<file path="src/rtl/occupancy_dump_pkg.sv">
// Shared types and constants for the occupancy map dumper.
//   dump_state_t    : sequencing states of the dump FSM
//   SYNC_BYTE_0/1   : two-byte header sent ahead of the cell bytes
//   UART_FRAME_BITS : start + 8 data + stop
//   HDR_*           : header progress codes held in the top-level hdr_idx register
package occupancy_dump_pkg;

    typedef enum logic [2:0] {
        ST_IDLE,
        ST_HEADER,
        ST_READ,
        ST_WAIT_DATA,
        ST_SEND,
        ST_WAIT_TX,
        ST_FINISH
    } dump_state_t;

    localparam logic [7:0] SYNC_BYTE_0     = 8'hA5;
    localparam logic [7:0] SYNC_BYTE_1     = 8'h5A;
    localparam int         UART_FRAME_BITS = 10;

    // Header progress: which sync byte is next, and when the header is over.
    localparam logic [1:0] HDR_SEND_0 = 2'd0;  // 0xA5 not yet loaded
    localparam logic [1:0] HDR_SEND_1 = 2'd1;  // 0xA5 sent, 0x5A pending
    localparam logic [1:0] HDR_LAST   = 2'd2;  // 0x5A loaded / on the line
    localparam logic [1:0] HDR_DONE   = 2'd3;  // header complete, cells follow

endpackage

</file>
<file path="src/rtl/uart_tx.sv">
// 8N1 UART transmitter.
//   clock    : system clock, rising edge
//   reset    : synchronous, active-low; forces the line idle (high)
//   tx_start : one-cycle request, accepted only while idle
//   tx_data  : byte to send, sampled with tx_start
//   tx_busy  : high from acceptance until the stop bit has been held its full period
//   tx       : serial line, idle high
module uart_tx
    import occupancy_dump_pkg::*;
#(
    parameter int CLOCKS_PER_BIT = 868
) (
    input  logic       clock,
    input  logic       reset,
    input  logic       tx_start,
    input  logic [7:0] tx_data,
    output logic       tx_busy,
    output logic       tx
);

    localparam int                BAUD_W    = (CLOCKS_PER_BIT > 1) ? $clog2(CLOCKS_PER_BIT) : 1;
    localparam logic [BAUD_W-1:0] BAUD_LAST = BAUD_W'(CLOCKS_PER_BIT - 1);
    localparam logic [3:0]        BIT_STOP  = 4'(UART_FRAME_BITS - 1);
    localparam logic [3:0]        BIT_LAST_DATA = 4'(UART_FRAME_BITS - 2);

    logic [BAUD_W-1:0] baud_q;
    logic [3:0]        bit_q;
    logic [7:0]        shift_q;
    logic              busy_q;
    logic              tx_q;

    logic bit_end;
    assign bit_end = busy_q && (baud_q == BAUD_LAST);

    // bit_q counts frame positions: 0 = start, 1..8 = data, 9 = stop.
    // The line level for the next position is registered at the end of the current one.
    always_ff @(posedge clock) begin
        if (!reset) begin
            busy_q <= 1'b0;
            tx_q   <= 1'b1;
            baud_q <= '0;
            bit_q  <= '0;
        end else if (!busy_q) begin
            if (tx_start) begin
                busy_q <= 1'b1;
                tx_q   <= 1'b0;
                baud_q <= '0;
                bit_q  <= '0;
            end
        end else if (bit_end) begin
            baud_q <= '0;
            if (bit_q == BIT_STOP) begin
                busy_q <= 1'b0;
                tx_q   <= 1'b1;
            end else begin
                bit_q <= bit_q + 4'd1;
                tx_q  <= (bit_q == BIT_LAST_DATA) ? 1'b1 : shift_q[0];
            end
        end else begin
            baud_q <= baud_q + BAUD_W'(1);
        end
    end

    // Data path carries no reset; it is always reloaded before use.
    always_ff @(posedge clock) begin
        if (!busy_q && tx_start) begin
            shift_q <= tx_data;
        end else if (bit_end && (bit_q < BIT_LAST_DATA)) begin
            shift_q <= {1'b0, shift_q[7:1]};
        end
    end

    assign tx_busy = busy_q;
    assign tx      = tx_q;

endmodule

</file>
<file path="src/rtl/occupancy_map_dumper.sv">
// Occupancy grid readout: on start, sends sync bytes 0xA5 0x5A and then every
// memory cell 0..DEPTH-1 as 8N1 UART bytes.
//   clock    : system clock, rising edge
//   reset    : synchronous, active-low
//   start    : one-cycle dump request, honoured only while idle
//   mem_addr : occupancy memory read address (holds its value outside reads)
//   mem_data : read data, valid one cycle after mem_addr
//   busy     : dump in progress (drops in the cycle done pulses)
//   done     : one-cycle pulse after the final stop bit
//   tx       : UART line, idle high
module occupancy_map_dumper
    import occupancy_dump_pkg::*;
#(
    parameter int DEPTH          = 32768,
    parameter int ADDR_WIDTH     = 15,
    parameter int CELL_WIDTH     = 8,
    parameter int CLOCKS_PER_BIT = 868
) (
    input  logic                  clock,
    input  logic                  reset,
    input  logic                  start,
    output logic [ADDR_WIDTH-1:0] mem_addr,
    input  logic [CELL_WIDTH-1:0] mem_data,
    output logic                  busy,
    output logic                  done,
    output logic                  tx
);

    localparam logic [ADDR_WIDTH-1:0] LAST_ADDR = ADDR_WIDTH'(DEPTH - 1);

    dump_state_t           state_q, state_d;
    logic [ADDR_WIDTH-1:0] addr_q, addr_d;
    logic [ADDR_WIDTH-1:0] mem_addr_q, mem_addr_d;
    logic [1:0]            hdr_idx_q, hdr_idx_d;
    logic [7:0]            byte_q, byte_d;
    logic                  tx_start;
    logic                  tx_busy;

    always_ff @(posedge clock) begin
        if (!reset) begin
            state_q    <= ST_IDLE;
            addr_q     <= '0;
            mem_addr_q <= '0;
            hdr_idx_q  <= HDR_SEND_0;
        end else begin
            state_q    <= state_d;
            addr_q     <= addr_d;
            mem_addr_q <= mem_addr_d;
            hdr_idx_q  <= hdr_idx_d;
        end
    end

    always_ff @(posedge clock) begin
        byte_q <= byte_d;
    end

    always_comb begin
        state_d    = state_q;
        addr_d     = addr_q;
        mem_addr_d = mem_addr_q;
        hdr_idx_d  = hdr_idx_q;
        byte_d     = byte_q;
        mem_addr   = mem_addr_q;
        tx_start   = 1'b0;
        busy       = 1'b1;
        done       = 1'b0;

        case (state_q)
            ST_IDLE: begin
                busy = 1'b0;
                if (start) begin
                    addr_d    = '0;
                    hdr_idx_d = HDR_SEND_0;
                    state_d   = ST_HEADER;
                end
            end
            ST_HEADER: begin
                // The second sync byte spends one extra cycle here so that its
                // byte period matches the three-cycle lead-in of a cell read.
                case (hdr_idx_q)
                    HDR_SEND_0: begin
                        byte_d    = SYNC_BYTE_0;
                        hdr_idx_d = HDR_SEND_1;
                        state_d   = ST_SEND;
                    end
                    HDR_SEND_1: begin
                        byte_d    = SYNC_BYTE_1;
                        hdr_idx_d = HDR_LAST;
                    end
                    default: state_d = ST_SEND;
                endcase
            end
            ST_READ: begin
                // Address goes out combinationally so the 1-cycle memory
                // returns data during WAIT_DATA.
                mem_addr   = addr_q;
                mem_addr_d = addr_q;
                state_d    = ST_WAIT_DATA;
            end
            ST_WAIT_DATA: begin
                byte_d  = mem_data[7:0];
                state_d = ST_SEND;
            end
            ST_SEND: begin
                tx_start = 1'b1;
                state_d  = ST_WAIT_TX;
            end
            ST_WAIT_TX: begin
                if (!tx_busy) begin
                    if (hdr_idx_q == HDR_SEND_1) begin
                        state_d = ST_HEADER;
                    end else if (hdr_idx_q == HDR_LAST) begin
                        hdr_idx_d = HDR_DONE;
                        state_d   = ST_READ;
                    end else if (addr_q == LAST_ADDR) begin
                        state_d = ST_FINISH;
                    end else begin
                        addr_d  = addr_q + ADDR_WIDTH'(1);
                        state_d = ST_READ;
                    end
                end
            end
            ST_FINISH: begin
                busy    = 1'b0;
                done    = 1'b1;
                state_d = ST_IDLE;
            end
            default: state_d = ST_IDLE;
        endcase
    end

    uart_tx #(
        .CLOCKS_PER_BIT(CLOCKS_PER_BIT)
    ) u_uart_tx (
        .clock   (clock),
        .reset   (reset),
        .tx_start(tx_start),
        .tx_data (byte_q),
        .tx_busy (tx_busy),
        .tx      (tx)
    );

endmodule

</file>
<file path="config.mk">
export PLATFORM = sky130hd
export DESIGN_NAME = occupancy_map_dumper
export DESIGN_NICKNAME = d
export VERILOG_FILES = /design/src/rtl/occupancy_dump_pkg.sv /design/src/rtl/uart_tx.sv /design/src/rtl/occupancy_map_dumper.sv
export SDC_FILE = /design/constraint.sdc
export NUM_CORES = 1
export LEC_CHECK = 0
export CAP_MARGIN = 5
export CORE_ASPECT_RATIO = 1.1
export CORE_UTILIZATION = 59
export CTS_BUF_LIST = sky130_fd_sc_hd__clkbuf_4 sky130_fd_sc_hd__clkbuf_8
export CTS_CLUSTER_DIAMETER = 100
export DETAILED_ROUTE_END_ITERATION = 10
export DONT_BUFFER_PORTS = 1
export PLACE_DENSITY = 0.78
export SYNTH_ARGS = -nofsm -noshare
export SYNTH_HDL_FRONTEND = slang
export SYNTH_SLANG_ARGS = --single-unit
export TNS_END_PERCENT = 20
</file>
<file path="constraint.sdc">
create_clock -name clock -period 1.95 [get_ports clock]
set_input_delay 0.39 -clock clock [delete_from_list [all_inputs] [get_ports clock]]
set_output_delay 0.39 -clock clock [all_outputs]
set_load 0.1 [all_outputs]
</file>
; ---- Word level (Yosys, flattened, before mapping)
; Index checks and enable logic that the tools add are counted.
[totals]
ff_bits = 67
input_bits = 11
out_inout_bits = 18
elab_cells = 97
[op_classes]
n_addsub = 3
n_lt_le_gt_ge = 1
n_eq_ne = 22
mux = 43
reduce_logical = 18
[ops]
columns = operator, n
row1 = $mux 15, 6
row2 = $pmux 8 s2, 2
row3 = $mux 10, 3
row4 = $pmux 15 s2, 1
row5 = $mux 3, 6
row6 = $ne 2x2->1 const B, 9
row7 = $pmux 3 s6, 1
row8 = $mux 4, 4
row9 = $mux 8, 2
row10 = $add 15x1->15 const B, 1
row11 = $eq 15x15->1 const B, 1
row12 = $mux 1, 12
row13 = $reduce_and 6->1, 2
row14 = $add 10x1->10 const B, 1
row15 = $eq 10x10->1 const B, 1
row16 = $eq 3x3->1 const B, 3
row17 = $eq 4x4->1 const B, 2
row18 = $mux 2, 4
row19 = $reduce_bool 2->1, 4
row20 = $eq 3x2->1 const B, 2
row21 = $pmux 2 s3, 1
row22 = $reduce_and 3->1, 2
row23 = $add 4x1->4 const B, 1
row24 = $lt 4x4->1 const B, 1
row25 = other kinds (12), 15

; ---- Depth between registers and ports, before layout
[logic_depth]
word_depth = 6
ltp_mapped = 7
depth_no_buf = 6

; ---- By module
; A second synthesis with hierarchy kept.
[unflattened]
hier_cells = 340
hier_area_um2 = 3213.1
[by_module_without_submodules]
columns = module, n_inst, cells_each, area_each_um2, seq_area_each_um2
row1 = occupancy_map_dumper, 1, 206, 2006.9, 940.9
row2 = uart_tx, 1, 134, 1206.2, 560.5

; ---- Least setup slack after synthesis
; OpenSTA, ideal clock, no wires.
[synth_timing]
path_type = register to output
startpoint = reg state_q[0]
endpoint = out done
t_arrival_ps = 2121
required_ps = 1560
slack_ps = -561
path_stages_with_launch = 5
path_buffers = 3
cell_sequence = dfxtp_1 buf_2 clkbuf_1 clkbuf_1 nor2_1
[synth_between]
elab_chain_len = 2
[synth_rtl]
columns = element, line_no
row1 = "start, declared", occupancy_map_dumper.sv:31  ; dump_state_t state_q, state_d;
row2 = "start signal, assigned", occupancy_map_dumper.sv:46  ; state_q <= state_d;
row3 = $eq 3x3->1, occupancy_map_dumper.sv:68  ; case (state_q)
row4 = $mux 1, occupancy_map_dumper.sv:68
row5 = "end, declared", occupancy_map_dumper.sv:25  ; output logic done,
; No other way between the ends.

; ---- Worst setup path in the final report
[layout_timing]
startpoint = reg state_q[0]
endpoint = out mem_addr[0]
[layout_between]
elab_chain_len = 2
[layout_rtl]
columns = element, line_no
row1 = $eq 3x2->1, occupancy_map_dumper.sv:68
row2 = $mux 15, occupancy_map_dumper.sv:68
row3 = "end, declared", occupancy_map_dumper.sv:22  ; output logic [ADDR_WIDTH-1:0] mem_addr,
; No other way between the ends.

==> flow_summary_export.csv <==
group,metric,value,unit
status,outcome,"finished, violations left",
status,violations,"negative setup slack",
placement,dp_hpwl,4.73,mm
finish,multi_input_area,1770,sq um
worst_setup_path,crit_chain,"nor2_4 -> and2_4 -> buf_12 -> mux2_4",
yosys,synth_area_leaders,"dfxtp_1 31%, edfxtp_1 15%, mux2_2 5.1%",
power,switchingPower,1.38,mW
worst_setup_path,path_class,"reg -> out",
cts,root_buffer,"clkbuf_8",
cts,cts-buffers-inserted,9,
global_routing,grt_max_degree,26,
die,initial_utilization,0.610,
drt,wl_per_cell,16.0,um
cts,insertion_delay,0.35,ns
drt,dr.first_iter.drc_count,139,
drt,vias_per_cell,5.97,
cts,cts_tree,"yes",
global_routing,grt_pass1_wl,11.8,mm
sta,tns,-0.869,ns
finish,final_nets,387,
global_routing,first_global_vias,2560,
power,p_leak,1.49,nW
placement,io_buffers,0,
placement,dp_slack,0.0460,ns
power,total_power,4.17,mW
sta,setup_viol,16,
job,drv_cap,0,
power,sw_frac_of_total,0.330,
yosys,synth_cells,344,
sta,final-hold-violation-count,0,
worst_setup_path,crit_path_max_fanout,8,
sta,worst_slack,-0.0634,ns
placement,gp_congestion,0.866,
yosys,yosysTopAreaCell,"dfxtp_1",
yosys,avgSynthCellArea,9.57,sq um
worst_setup_path,max_stage_delay,0.44,ns
drt,drc_errors,0,
global_routing,overflow,0,
sta,fmax,497,MHz
die,io_pins,29,
worst_setup_path,critical-path-top-delay-family,"multiplexers",
worst_setup_path,worst_setup_path_end_kind,"output pin",
yosys,syn_nets,360,
power,seqPwrFrac,0.405,
worst_setup_path,cp.arrival,1.62,ns
die,rows,28,
drt,ant_nets,0,
cts,cts_sinks,67,
finish,antenna_cells,0,
worst_hold_path,min_path_type,"in -> reg",
sta,rsz0062_at_grt,"true",
yosys,synth_ff_type,"dfxtp_1",
finish,drive_gt1_frac,0.229,
yosys,synth_edf_count,16,
yosys,ys_warn_count,0,
worst_setup_path,required,1.56,ns
sta,slew_violations,0,
sta,clock_skew,0.00721,ns
power,p_int,2.79,mW
finish,regArea,1510,sq um
power,vdd_ir_drop_max,0.846,mV
die,core,5400,sq um
power,pwr-share-clk,0.289,
yosys,ys_seq_elements,67,
worst_setup_path,crit_slowest_cell,"mux2_4",
finish,final_cell_area,3950,sq um
sta,worst_hold_slack,0.128,ns
cts,clk_path_buf_depth,2,
die,die-area,5880,sq um
yosys,yosysSeqAreaShare,0.456,
worst_setup_path,crit_buf_inv,1,
die,die_y,80.3,um
drt,finalWirelength,7.20,mm
die,die_w,73.2,um
sta,period_needed,2.01,ns
sta,worst_pin_slew,0.600,ns
yosys,synthArstFlopShare,0,
sta,slew_headroom,0.597,
power,p_per_area,1060,nW/um^2
placement,placed_cell_area,3580,sq um
cts,cts_hold_buf,0,
drt,vias,2694,
drt,firstDrtPassIters,4,
finish,fill_cells,398,
global_routing,antenna_found_initial,0,
cts,htree_num_levels,3,
sta,fin_crit_sh,1.03,
global_routing,grtUsageTotal,0.270,
power,power_frac_comb,0.306,
finish,syn2layout_area_growth,19.9,%
worst_setup_path,worst_setup_path_start_kind,"flip-flop",
yosys,synth.top_cell.area_share,0.310,
yosys,syn_area,3290,sq um
cts,clk_pin_slew_worst_paths,0.07,ns
yosys,synth_cell_types,54,
worst_setup_path,r2r_slack,0.06,ns
-- layout make-up --
cell class | instances | area share
Sequential cell | 67 | 0.383
Tap cell | 75 | 0.0238
Multi-Input combinational cell | 248 | 0.447
Clock inverter | 5 | 0.0155
Inverter | 10 | 0.00951
Timing Repair Buffer | 35 | 0.0830
Clock buffer | 11 | 0.0384
-- synthesized netlist by cell type, types with 5 or more instances --
master     instances
dfxtp_1           51
nand2_1           39
nor2_1            19
and2_1            17
edfxtp_1          16
mux2_2            15
a21oi_1           13
clkbuf_1          12
nand3_1           12
inv_1             10
or4_1             10
o31ai_1            9
or3_1              9
mux2i_1            7
nand4_1            7
nor3_1             7
a31oi_1            6
nor4_1             6
xor2_1             6
buf_2              5
ha_1               5
o2111ai_1          5
o21ai_0            5
-- cells by family after synthesis --
kind of cell / Yosys count / share of synthesized area
AND/OR/NAND/NOR: 150 / 0.258
flip-flops: 67 / 0.456
AO/OA/AOI/OAI: 64 / 0.138
buffers and inverters: 29 / 0.0384
multiplexers: 22 / 0.0726
XOR/XNOR: 7 / 0.0186
adder cells (fa/ha/maj): 5 / 0.0190
-- worst register-to-register path: stages, from the launching register on --
cell and delay (ns):
dfxtp_1 0.38, ha_1 0.24, and4b_1 0.27, nand4_1 0.27
or4_1 0.59, nand2_1 0.08
-- power by group through the flow --
stage                     Sequential (mW)  Clock, mW  Combinational [mW]
after detailed placement             1.71          0                1.18
after global routing                 1.70       1.30                1.39
after floorplan                      1.74          0               0.781
final                                1.69       1.21                1.28
after global placement               1.70          0                1.15
after CTS                            1.68       1.22                1.24
-- state kept, by name, summed over array words and instances, names as in the netlist --
name / cells
addr_q: 15
mem_addr_q: 15
u_uart_tx.baud_q: 10
byte_q: 8
u_uart_tx.shift_q: 8
u_uart_tx.bit_q: 4
state_q: 3
hdr_idx_q: 2
u_uart_tx.tx: 1
u_uart_tx.tx_busy: 1
-- through the flow --
stage | utilization | instances
2_1_floorplan | - | 344
3_3_place_gp | 0.664 | 432
3_5_place_dp | 0.664 | 432
4_1_cts | 0.727 | 451
5_1_grt | 0.732 | 451
6_report | 0.732 | 451
-- layer usage --
metal / part of all wire / GRT usage
met4: 0.023 / 0.159
met5: 0 / 0
met3: 0.036 / 0.0640
met2: 0.51 / 0.452
met1: 0.43 / 0.311
-- final timing paths --
path                                           from             endpoint  depth (start not counted)
worst max-delay path                     state_q[0]          mem_addr[0]                          4
worst min-delay path                          reset         u_uart_tx.tx                          1
worst max register to register  u_uart_tx.baud_q[0]   u_uart_tx.bit_q[3]                          5
worst min register to register  u_uart_tx.baud_q[9]  u_uart_tx.baud_q[9]                          2
-- layout by cell type (no fill, tap or decap), drive strengths merged, types with 5 or more instances in the layout --
cell     count
a21oi       13
a31oi        7
and2        18
buf         35
clkbuf      11
dfxtp       51
edfxtp      16
ha           5
inv         10
mux2        15
mux2i        7
nand2       39
nand3       12
nand4        7
nor2        19
nor3         7
nor4         6
o2111ai      5
o21ai        6
o31ai        9
or3          9
or4         10
xor2         6
-- timing repair --
item,CTS,global route
gates resized for setup,26,6
pin swaps,2,1
setup endpoints to repair,16,39
buffers inserted,2,0
cloned,1,0
Power figures use the tool's default switching activity.
